[src/rtl/score_bcd_accumulator_pkg.sv]
// Shared types and constants for the BCD score accumulator.
package score_bcd_accumulator_pkg;

    typedef enum logic [1:0] {
        IDLE   = 2'd0,
        CONV   = 2'd1,
        ADD    = 2'd2,
        COMMIT = 2'd3
    } state_t;

    localparam int BCD_DIGITS    = 4;
    localparam int BCD_MAX_DIGIT = 9;
    localparam int DEF_MAX_AMT   = 999;

    // Award digits held by the conversion register (awards never exceed 999).
    localparam int CONV_W        = 12;

    // Line-clear point awards.
    localparam int PTS_1_LINE    = 40;
    localparam int PTS_2_LINES   = 100;
    localparam int PTS_3_LINES   = 300;
    localparam int PTS_4_LINES   = 999;

    // Double-dabble correction: every nibble >= 5 gets +3 ahead of the shift.
    function automatic logic [CONV_W-1:0] dd_adjust(input logic [CONV_W-1:0] v);
        logic [CONV_W-1:0] r;
        r = v;
        for (int i = 0; i < CONV_W / 4; i++) begin
            if (v[i*4 +: 4] >= 4'd5) r[i*4 +: 4] = v[i*4 +: 4] + 4'd3;
        end
        return r;
    endfunction

endpackage

[src/rtl/score_bcd_accumulator_if.sv]
// Award request handshake and BCD score bus.
interface score_bcd_accumulator_if #(parameter int AMT_W = 10);
    logic             clear;
    logic             add_valid;
    logic [AMT_W-1:0] add_amount;
    logic             add_ready;
    logic [3:0]       score_1;
    logic [3:0]       score_2;
    logic [3:0]       score_3;
    logic [3:0]       score_4;
    logic             done;
    logic             saturated;

    modport master (
        output clear, add_valid, add_amount,
        input  add_ready, score_1, score_2, score_3, score_4, done, saturated
    );

    modport slave (
        input  clear, add_valid, add_amount,
        output add_ready, score_1, score_2, score_3, score_4, done, saturated
    );
endinterface

[src/rtl/score_bcd_accumulator_bcd_digit_adder.sv]
// Single-digit BCD adder, reused serially across the score digits.
module bcd_digit_adder
    import score_bcd_accumulator_pkg::*;
(
    input  logic [3:0] a,
    input  logic [3:0] b,
    input  logic       cin,
    output logic [3:0] sum,
    output logic       cout
);
    logic [4:0] raw;

    // Binary add, then fold anything above 9 back into a legal digit plus carry.
    always_comb begin
        raw  = {1'b0, a} + {1'b0, b} + {4'd0, cin};
        sum  = raw[3:0];
        cout = 1'b0;
        if (raw > 5'(BCD_MAX_DIGIT)) begin
            sum  = 4'(raw - 5'd10);
            cout = 1'b1;
        end
    end
endmodule

[src/rtl/score_bcd_accumulator.sv]
// Running 4-digit BCD score: convert each award to BCD, add it digit-serially,
// and commit all four digits at once (saturating at 9999).
module score_bcd_accumulator
    import score_bcd_accumulator_pkg::*;
#(
    parameter int AMT_W   = 10,
    parameter int MAX_AMT = DEF_MAX_AMT
) (
    input  logic                   clk,
    input  logic                   rst,
    score_bcd_accumulator_if.slave bus
);
    localparam int SR_W  = CONV_W + AMT_W;
    localparam int CNT_W = $clog2(AMT_W + 1);

    state_t                       state, next_state;
    logic [SR_W-1:0]              sr;
    logic [SR_W-1:0]              sr_adj;
    logic [CNT_W-1:0]             cnt;
    logic                         carry;
    logic [BCD_DIGITS-1:0][3:0]   score, shadow, award;
    logic                         done_q, sat_q;
    logic                         accept, conv_last, add_last;
    logic [AMT_W-1:0]             amt_clamped;
    logic [3:0]                   dsum;
    logic                         dcout;

    assign amt_clamped   = (bus.add_amount > AMT_W'(MAX_AMT)) ? AMT_W'(MAX_AMT) : bus.add_amount;
    assign bus.add_ready = (state == IDLE) && !bus.clear && !rst;
    assign accept        = bus.add_valid && bus.add_ready;
    assign conv_last     = (cnt == CNT_W'(AMT_W - 1));
    assign add_last      = (cnt == CNT_W'(BCD_DIGITS - 1));

    // Upper part of the shift register holds the award BCD once conversion is done.
    assign award  = {4'd0, sr[AMT_W +: CONV_W]};
    assign sr_adj = {dd_adjust(sr[AMT_W +: CONV_W]), sr[AMT_W-1:0]};

    assign bus.score_1   = score[0];
    assign bus.score_2   = score[1];
    assign bus.score_3   = score[2];
    assign bus.score_4   = score[3];
    assign bus.done      = done_q;
    assign bus.saturated = sat_q;

    bcd_digit_adder u_digit_add (
        .a    (score[cnt[1:0]]),
        .b    (award[cnt[1:0]]),
        .cin  (carry),
        .sum  (dsum),
        .cout (dcout)
    );

    // State register.
    always_ff @(posedge clk) begin
        if (rst) state <= IDLE;
        else     state <= next_state;
    end

    // Sequencing: fixed-length CONV and ADD phases; clear aborts from anywhere.
    always_comb begin
        next_state = state;
        unique case (state)
            IDLE:    if (accept)    next_state = CONV;
            CONV:    if (conv_last) next_state = ADD;
            ADD:     if (add_last)  next_state = COMMIT;
            COMMIT:                 next_state = IDLE;
            default:                next_state = IDLE;
        endcase
        if (bus.clear) next_state = IDLE;
    end

    // Datapath: load, double-dabble, serial add into shadow, atomic commit.
    always_ff @(posedge clk) begin
        if (rst) begin
            score  <= '0;
            shadow <= '0;
            sr     <= '0;
            cnt    <= '0;
            carry  <= 1'b0;
            done_q <= 1'b0;
            sat_q  <= 1'b0;
        end else begin
            done_q <= 1'b0;
            if (bus.clear) begin
                score <= '0;
                sat_q <= 1'b0;
            end else begin
                unique case (state)
                    IDLE: begin
                        if (accept) begin
                            sr    <= {CONV_W'(0), amt_clamped};
                            cnt   <= '0;
                            carry <= 1'b0;
                        end
                    end
                    CONV: begin
                        sr  <= sr_adj << 1;
                        cnt <= conv_last ? '0 : cnt + CNT_W'(1);
                    end
                    ADD: begin
                        shadow[cnt[1:0]] <= dsum;
                        carry            <= dcout;
                        cnt              <= cnt + CNT_W'(1);
                    end
                    COMMIT: begin
                        if (carry) begin
                            score <= {BCD_DIGITS{4'(BCD_MAX_DIGIT)}};
                            sat_q <= 1'b1;
                        end else begin
                            score <= shadow;
                        end
                        done_q <= 1'b1;
                    end
                    default: ;
                endcase
            end
        end
    end
endmodule

[src/flat_wrapper.sv]
// flat-port wrapper written by rule: the top's interface ports become plain ports
module score_bcd_accumulator_flat import score_bcd_accumulator_pkg::*;
#(
    parameter int AMT_W   = 10,
    parameter int MAX_AMT = DEF_MAX_AMT
)
  (clk, rst, bus_clear, bus_add_valid, bus_add_amount, bus_add_ready, bus_score_1, bus_score_2, bus_score_3, bus_score_4, bus_done, bus_saturated);
  score_bcd_accumulator_if #(.AMT_W(AMT_W)) bus_i ();
  input  logic clk;
  input  logic rst;
  input wire logic [$bits(bus_i.clear)-1:0] bus_clear;
  input wire logic [$bits(bus_i.add_valid)-1:0] bus_add_valid;
  input wire logic [$bits(bus_i.add_amount)-1:0] bus_add_amount;
  output wire logic [$bits(bus_i.add_ready)-1:0] bus_add_ready;
  output wire logic [$bits(bus_i.score_1)-1:0] bus_score_1;
  output wire logic [$bits(bus_i.score_2)-1:0] bus_score_2;
  output wire logic [$bits(bus_i.score_3)-1:0] bus_score_3;
  output wire logic [$bits(bus_i.score_4)-1:0] bus_score_4;
  output wire logic [$bits(bus_i.done)-1:0] bus_done;
  output wire logic [$bits(bus_i.saturated)-1:0] bus_saturated;
  assign bus_i.clear = bus_clear;
  assign bus_i.add_valid = bus_add_valid;
  assign bus_i.add_amount = bus_add_amount;
  assign bus_add_ready = bus_i.add_ready;
  assign bus_score_1 = bus_i.score_1;
  assign bus_score_2 = bus_i.score_2;
  assign bus_score_3 = bus_i.score_3;
  assign bus_score_4 = bus_i.score_4;
  assign bus_done = bus_i.done;
  assign bus_saturated = bus_i.saturated;
  score_bcd_accumulator #(.AMT_W(AMT_W), .MAX_AMT(MAX_AMT)) u_core (.clk(clk), .rst(rst), .bus(bus_i));
endmodule
[config.mk]
export PLATFORM = sky130hd
export DESIGN_NAME = score_bcd_accumulator_flat
export DESIGN_NICKNAME = d
export VERILOG_FILES = /design/src/rtl/score_bcd_accumulator_pkg.sv /design/src/rtl/score_bcd_accumulator_if.sv /design/src/rtl/score_bcd_accumulator_bcd_digit_adder.sv /design/src/rtl/score_bcd_accumulator.sv /design/src/flat_wrapper.sv
export SDC_FILE = /design/constraint.sdc
export NUM_CORES = 1
export LEC_CHECK = 0
export CAP_MARGIN = 20
export CORE_MARGIN = 3
export CORE_UTILIZATION = 51
export CTS_BUF_LIST = sky130_fd_sc_hd__clkbuf_4 sky130_fd_sc_hd__clkbuf_8 sky130_fd_sc_hd__clkbuf_16
export DETAILED_ROUTE_END_ITERATION = 10
export HOLD_SLACK_MARGIN = 0.08
export PLACE_DENSITY = 0.79
export RECOVER_POWER = 100
export SYNTH_ARGS = -nofsm -noshare
export SYNTH_HDL_FRONTEND = slang
export SYNTH_SLANG_ARGS = --single-unit
[constraint.sdc]
create_clock -name clk -period 3.8 [get_ports clk]
set_clock_uncertainty 0.2 [all_clocks]
set_input_delay 0.38 -clock clk [delete_from_list [all_inputs] [get_ports clk]]
set_output_delay 0.38 -clock clk [all_outputs]
set_load 0.02 [all_outputs]
## After elaboration in Yosys (flattened, before gate mapping)

Cells that the tools add are included.

- $add $sub $neg: 7
- Order comparisons: 7
- Equality and inequality tests: 8
- Multiplexer cells: 26
- Bitwise logic cells: 1
- Reduce and logical (&&, ||, !) cells: 17

Operators by type and width:

| cell | number |
|---|---|
| $pmux 22 s2 | 1 |
| $mux 4 | 8 |
| $mux 22 | 1 |
| $bmux 4 s2 | 2 |
| $bwmux 16 | 1 |
| $mux 16 | 1 |
| $ge 4x3->1 const B | 3 |
| $pmux 4 s3 | 1 |
| $reduce_and 3->1 | 4 |
| $gt 10x10->1 const B | 1 |
| $mux 10 | 1 |
| $add 4x2->4 const B | 2 |
| $demux 4 s2 | 1 |
| $pmux 2 s4 | 1 |
| $mux 2 | 3 |
| $ne 2x1->1 const B | 3 |
| $add 4x4->5 | 1 |
| $add 5x1->5 | 1 |
| $gt 5x4->1 const B | 1 |
| $add 4x1->4 const B | 1 |
| $eq 2x2->1 const B | 2 |
| $eq 4x2->1 const B | 1 |
| $eq 4x4->1 const B | 1 |
| $logic_and 1x1->1 | 4 |
| 15 further kinds | 20 |

- Flip-flop bits (word level): 63
- Input bits: 14
- Logic and storage cells: 80

## Depth between registers and ports, before layout

- Depth in word-level cells: 7
- Depth in mapped cells: 14
- Gate-level depth less buffers: 11

## By module

Synthesis repeated with hierarchy kept, for this count alone.

- Cells, all modules: 364
- Area, all modules: 3248.1 µm²

By module, submodules not included:

| module | instances | cells each | area each (µm²) | seq. area each (µm²) |
|---|---|---|---|---|
| score_bcd_accumulator | 1 | 342 | 3036.7 | 1261.2 |
| bcd_digit_adder | 1 | 22 | 211.5 | 0.0 |

## Least setup slack after synthesis

OpenSTA, ideal clock, no wires.

- Path type: reg-to-reg
- Start point: reg u_core.cnt[0]
- End point: reg u_core.shadow[10] in the netlist's numbering
- Setup time: 0.084 ns
- Arrival time: 3.723 ns
- Path slack: -0.208 ns
- Cell stages (with the launch flop): 12
- Buffers on the path: 3
- Cell sequence: dfxtp_1 > buf_1 > mux4_2 > fa_1 > fa_1 > buf_2 > inv_1 > ha_1 > clkbuf_2 > o41ai_4 > mux2_4 > o31ai_2

- Cells in the longest elaborated chain, start to end: 7
- Elaborated cells on any way between the ends: 15
- Those cells by class: add/sub (3); order compare (3); mux (8); reduce/logical (1)

Ends and longest elaborated chain:

| item | line | RTL |
|---|---|---|
| from (decl) | score_bcd_accumulator.sv:19 | `logic [CNT_W-1:0] cnt;` |
| from (signal assigned) | score_bcd_accumulator.sv:98 | `cnt <= conv_last ? '0 : cnt + CNT_W'(1);` |
| from (signal assigned) | score_bcd_accumulator.sv:103 | `cnt <= cnt + CNT_W'(1);` |
| $bmux 4 s2, on equally long branches | score_bcd_accumulator.sv:46, score_bcd_accumulator.sv:47 |  |
| $mux 4, on equally long branches | score_bcd_accumulator.sv:46, score_bcd_accumulator.sv:47 |  |
| $add 4x4->5 | score_bcd_accumulator_bcd_digit_adder.sv:15 | `raw = {1'b0, a} + {1'b0, b} + {4'd0, cin};` |
| $add 5x1->5 | score_bcd_accumulator_bcd_digit_adder.sv:15 |  |
| $sub 4x4->4 / $gt 5x4->1 (equally long branches) | score_bcd_accumulator_bcd_digit_adder.sv:19, score_bcd_accumulator_bcd_digit_adder.sv:18 |  |
| $mux 4 | score_bcd_accumulator_bcd_digit_adder.sv:18 | `if (raw > 5'(BCD_MAX_DIGIT)) begin` |
| $bwmux 16 * | score_bcd_accumulator.sv:101 | `shadow[cnt[1:0]] <= dsum;` |
| to (signal, indexed assignment) | score_bcd_accumulator.sv:101 |  |
| to (decl) | score_bcd_accumulator.sv:21 | `logic [BCD_DIGITS-1:0][3:0] score, shadow, award;` |

Every way passes the cells marked *; elsewhere a longest branch is shown, timed or not. The select of a mux whose other input is x is not followed.
A chain may end at the register's enable or synchronous reset.

## Worst setup path after layout

- Start point: reg u_core.cnt[1]
- End point: reg u_core.shadow[14] in the netlist's numbering

Same word-level chain as after synthesis.

==> results.toml <==
[grt]
grt_max_degree = 46
grt_antenna_before_repair = 0
grt_pass1_wl_mm = 13.0
globalRoute.totalOverflow = 0
grt_pass1_vias = 2735
grt_usage_pct = 21.8

[clock_network]
clkTransAtPathRegs_ps = 70
clk_latency_ps = 350
cts_buffers = 9
ctsRootBufferMaster = "clkbuf_8"
post_cts_buffers = 0
cts_repair_resize_count = 0
cts_sinks = 63
h-tree-depth = 3
clockBufferDepth = 2
cts_tree = "built"
postCtsHoldBufs = 0

[synthesis]
netlist_area_um2 = 3370
synthFlopType = "dfxtp_1"
syn_inst = 381
synth_top_area_share_pct = 37.4
synth_top_cell_by_area = "dfxtp_1"
async_flop_share_pct = 0
ys_warn_count = 0
synth-edff-count = 0
postSynthAreaPerCell_um2 = 8.84
seq_area_frac_synth_pct = 37.4
yosys-top-cells-area = "dfxtp_1, ha_1, mux2i_1"
synth.distinct_cells = 48
synth_seq_cells = 63
synth.most_common_cell = "dfxtp_1"
synth_common_cells = "dfxtp_1, nor2_1, a21oi_1, nand2_1, mux2i_1"
syn_nets = 415

[cells_and_area]
ff_latch_area_um2 = 1260
synthToLayoutAreaGrowth_pct = 16.4
multi_input_area_um2 = 1910
final_util_pct = 63.6
fin_area_um2 = 3920
n_antenna_cell = 0
nNetsFinal = 445
nFillCells = 517
drive_gt1_share_pct = 8.92

[die]
coreArea_um2 = 6170
start_util_pct = 54.6
die_w_um = 87.3
die_h_um = 87.3
die_area_um2 = 7620
top_level_ports = 33
fp-row-count = 28

[place]
finalWeightedCongestion = 0.876
place_area_um2 = 3750
dpl.hpwl_mm = 5.61
portBuffers = 32

[routing]
dr.first_iter.drc_count = 213
wl_per_cell_um = 15.9
post-route-drc-count = 0
totalWireLength_mm = 7.79
drtPass1Iterations = 5
avgViaCountPerCell = 5.89
ant_nets = 0
dr_total_vias = 2885

[outcome]
status = "finished with violations"
violations = "max-capacitance violations, max-slew violations"

[job]
drv_cap = 1

[setup_path]
crit_type = "flop to flop"
crit_fanout = 7
critPathLaunchType = "flop"
cp-end-kind = "flop"
cp.required_ps = 3830
r2r_cells = 8
arrival_ps = 3580

[sta]
report.final.slew_viol_count = 46
setup_tns_ps = 0
tightest_slew_ps = 1950
slew_headroom_pct = -30.1
setup_violations = 0
hold_violations = 0
fin_crit_ps = 3550
min_period_over_period_pct = 93.5
timing.fmax_mhz = 281
rsz0062_at_grt = "false"

[pwr]
p_int_mw = 1.10
ir_drop_v = 0.000337
power_frac_seq_pct = 47.5
power.switching_mw = 0.323
finalPower_mw = 1.42
leakage_nw = 1.42
power_frac_comb_pct = 7.0
switching_share_pct = 22.7
p_clk_share_pct = 45.5
p_per_area_nw_per_um2 = 363

[min_path]
worstHoldPathType = "flop to flop"
min_path_cells = 2
cell usage in the layout (no fill, tap or decap), types with 4 or more instances in the layout:
master	count
mux4_2	4
dlygate4sd3_1	21
and2_1	6
inv_1	15
a211oi_1	10
nand2b_1	5
nand3b_1	6
a21o_1	5
o31ai_1	4
a21oi_1	33
mux2i_1	20
buf_4	8
o21ai_0	16
a31oi_1	5
o2111ai_1	4
nand2_1	31
nor3_1	10
o22ai_1	5
ha_1	18
clkbuf_8	10
dfxtp_1	63
clkdlybuf4s50_1	11
nand4_1	8
nor2_1	42
nand3_1	12
xnor2_1	8
worst max-delay path, cell delays in order, from the launching register on:
cell     delay (ps)
dfxtp_1         500
mux4_2          380
fa_1            480
fa_1            530
inv_1           110
ha_1            250
o41ai_4         420
mux2_4          360
o31ai_1         220
power groups by stage:
| stage | clock [mW] | sequential, mW | combinational, mW |
|---|---|---|---|
| after floorplan | 0 | 0.689 | 0.0717 |
| after global placement | 0 | 0.690 | 0.101 |
| after detailed placement | 0 | 0.690 | 0.103 |
| after CTS | 0.658 | 0.675 | 0.104 |
| after global routing | 0.688 | 0.676 | 0.110 |
| final | 0.647 | 0.675 | 0.100 |
sequential cells by signal (all words and copies together), names as in the netlist:
signal,flops
u_core.shadow,16
u_core.bus.score_3,4
u_core.sr,22
u_core.bus.score_2,4
u_core.bus.score_1,4
u_core.cnt,4
u_core.state,2
u_core.bus.saturated,1
u_core.bus.done,1
u_core.bus.score_4,4
u_core.carry,1
routing by layer:
layer / GRT usage [%] / vias up / routed length, um
met3: 7.57 / 11 / 544
met5: 0 / - / 0
met4: 6.42 / 0 / 87
met1: 28.2 / 1360 / 3610
met2: 34.2 / 94 / 3550
li1: - / 1420 / -
kinds of logic (layout without fill, tap and decap cells):
| group | after synthesis | after routing | share of synthesized area, % |
|---|---|---|---|
| compound gates | 98 | 98 | 19.8 |
| flops | 63 | 63 | 37.4 |
| buf+inv | 37 | 71 | 4.79 |
| xor+xnor | 9 | 9 | 2.34 |
| fa+ha+maj | 20 | 20 | 7.87 |
| mux | 25 | 25 | 9.06 |
| simple gates | 129 | 129 | 18.8 |
area by class of cell:
class                           count  area share (%)
Clock buffer                       11            3.70
Clock inverter                      4            1.79
Inverter                           15            1.44
Multi-Input combinational cell    281            48.7
Sequential cell                    63            32.2
Tap cell                           75            2.39
Timing Repair Buffer               41            9.79
stage by stage:
stage	std cells	setup slack [ps]	hold WS (ps)
after global routing	490	59.3	279
final	490	245	258
after floorplan	381	5.56	232
after global placement	475	444	237
after CTS	490	292	260
after detailed placement	475	313	251
worst paths after layout:
check                           slack, ps                          start                        endpoint
worst min-delay path                  260  u_core.shadow[4]$_SDFFE_PP0P_   u_core.shadow[4]$_SDFFE_PP0P_
worst min register to register        260  u_core.shadow[4]$_SDFFE_PP0P_   u_core.shadow[4]$_SDFFE_PP0P_
worst max register to register        250     u_core.cnt[1]$_SDFFE_PP0P_  u_core.shadow[14]$_SDFFE_PP0P_
worst max-delay path                  250     u_core.cnt[1]$_SDFFE_PP0P_  u_core.shadow[14]$_SDFFE_PP0P_
Note: power is estimated with default switching activity, not from simulation.
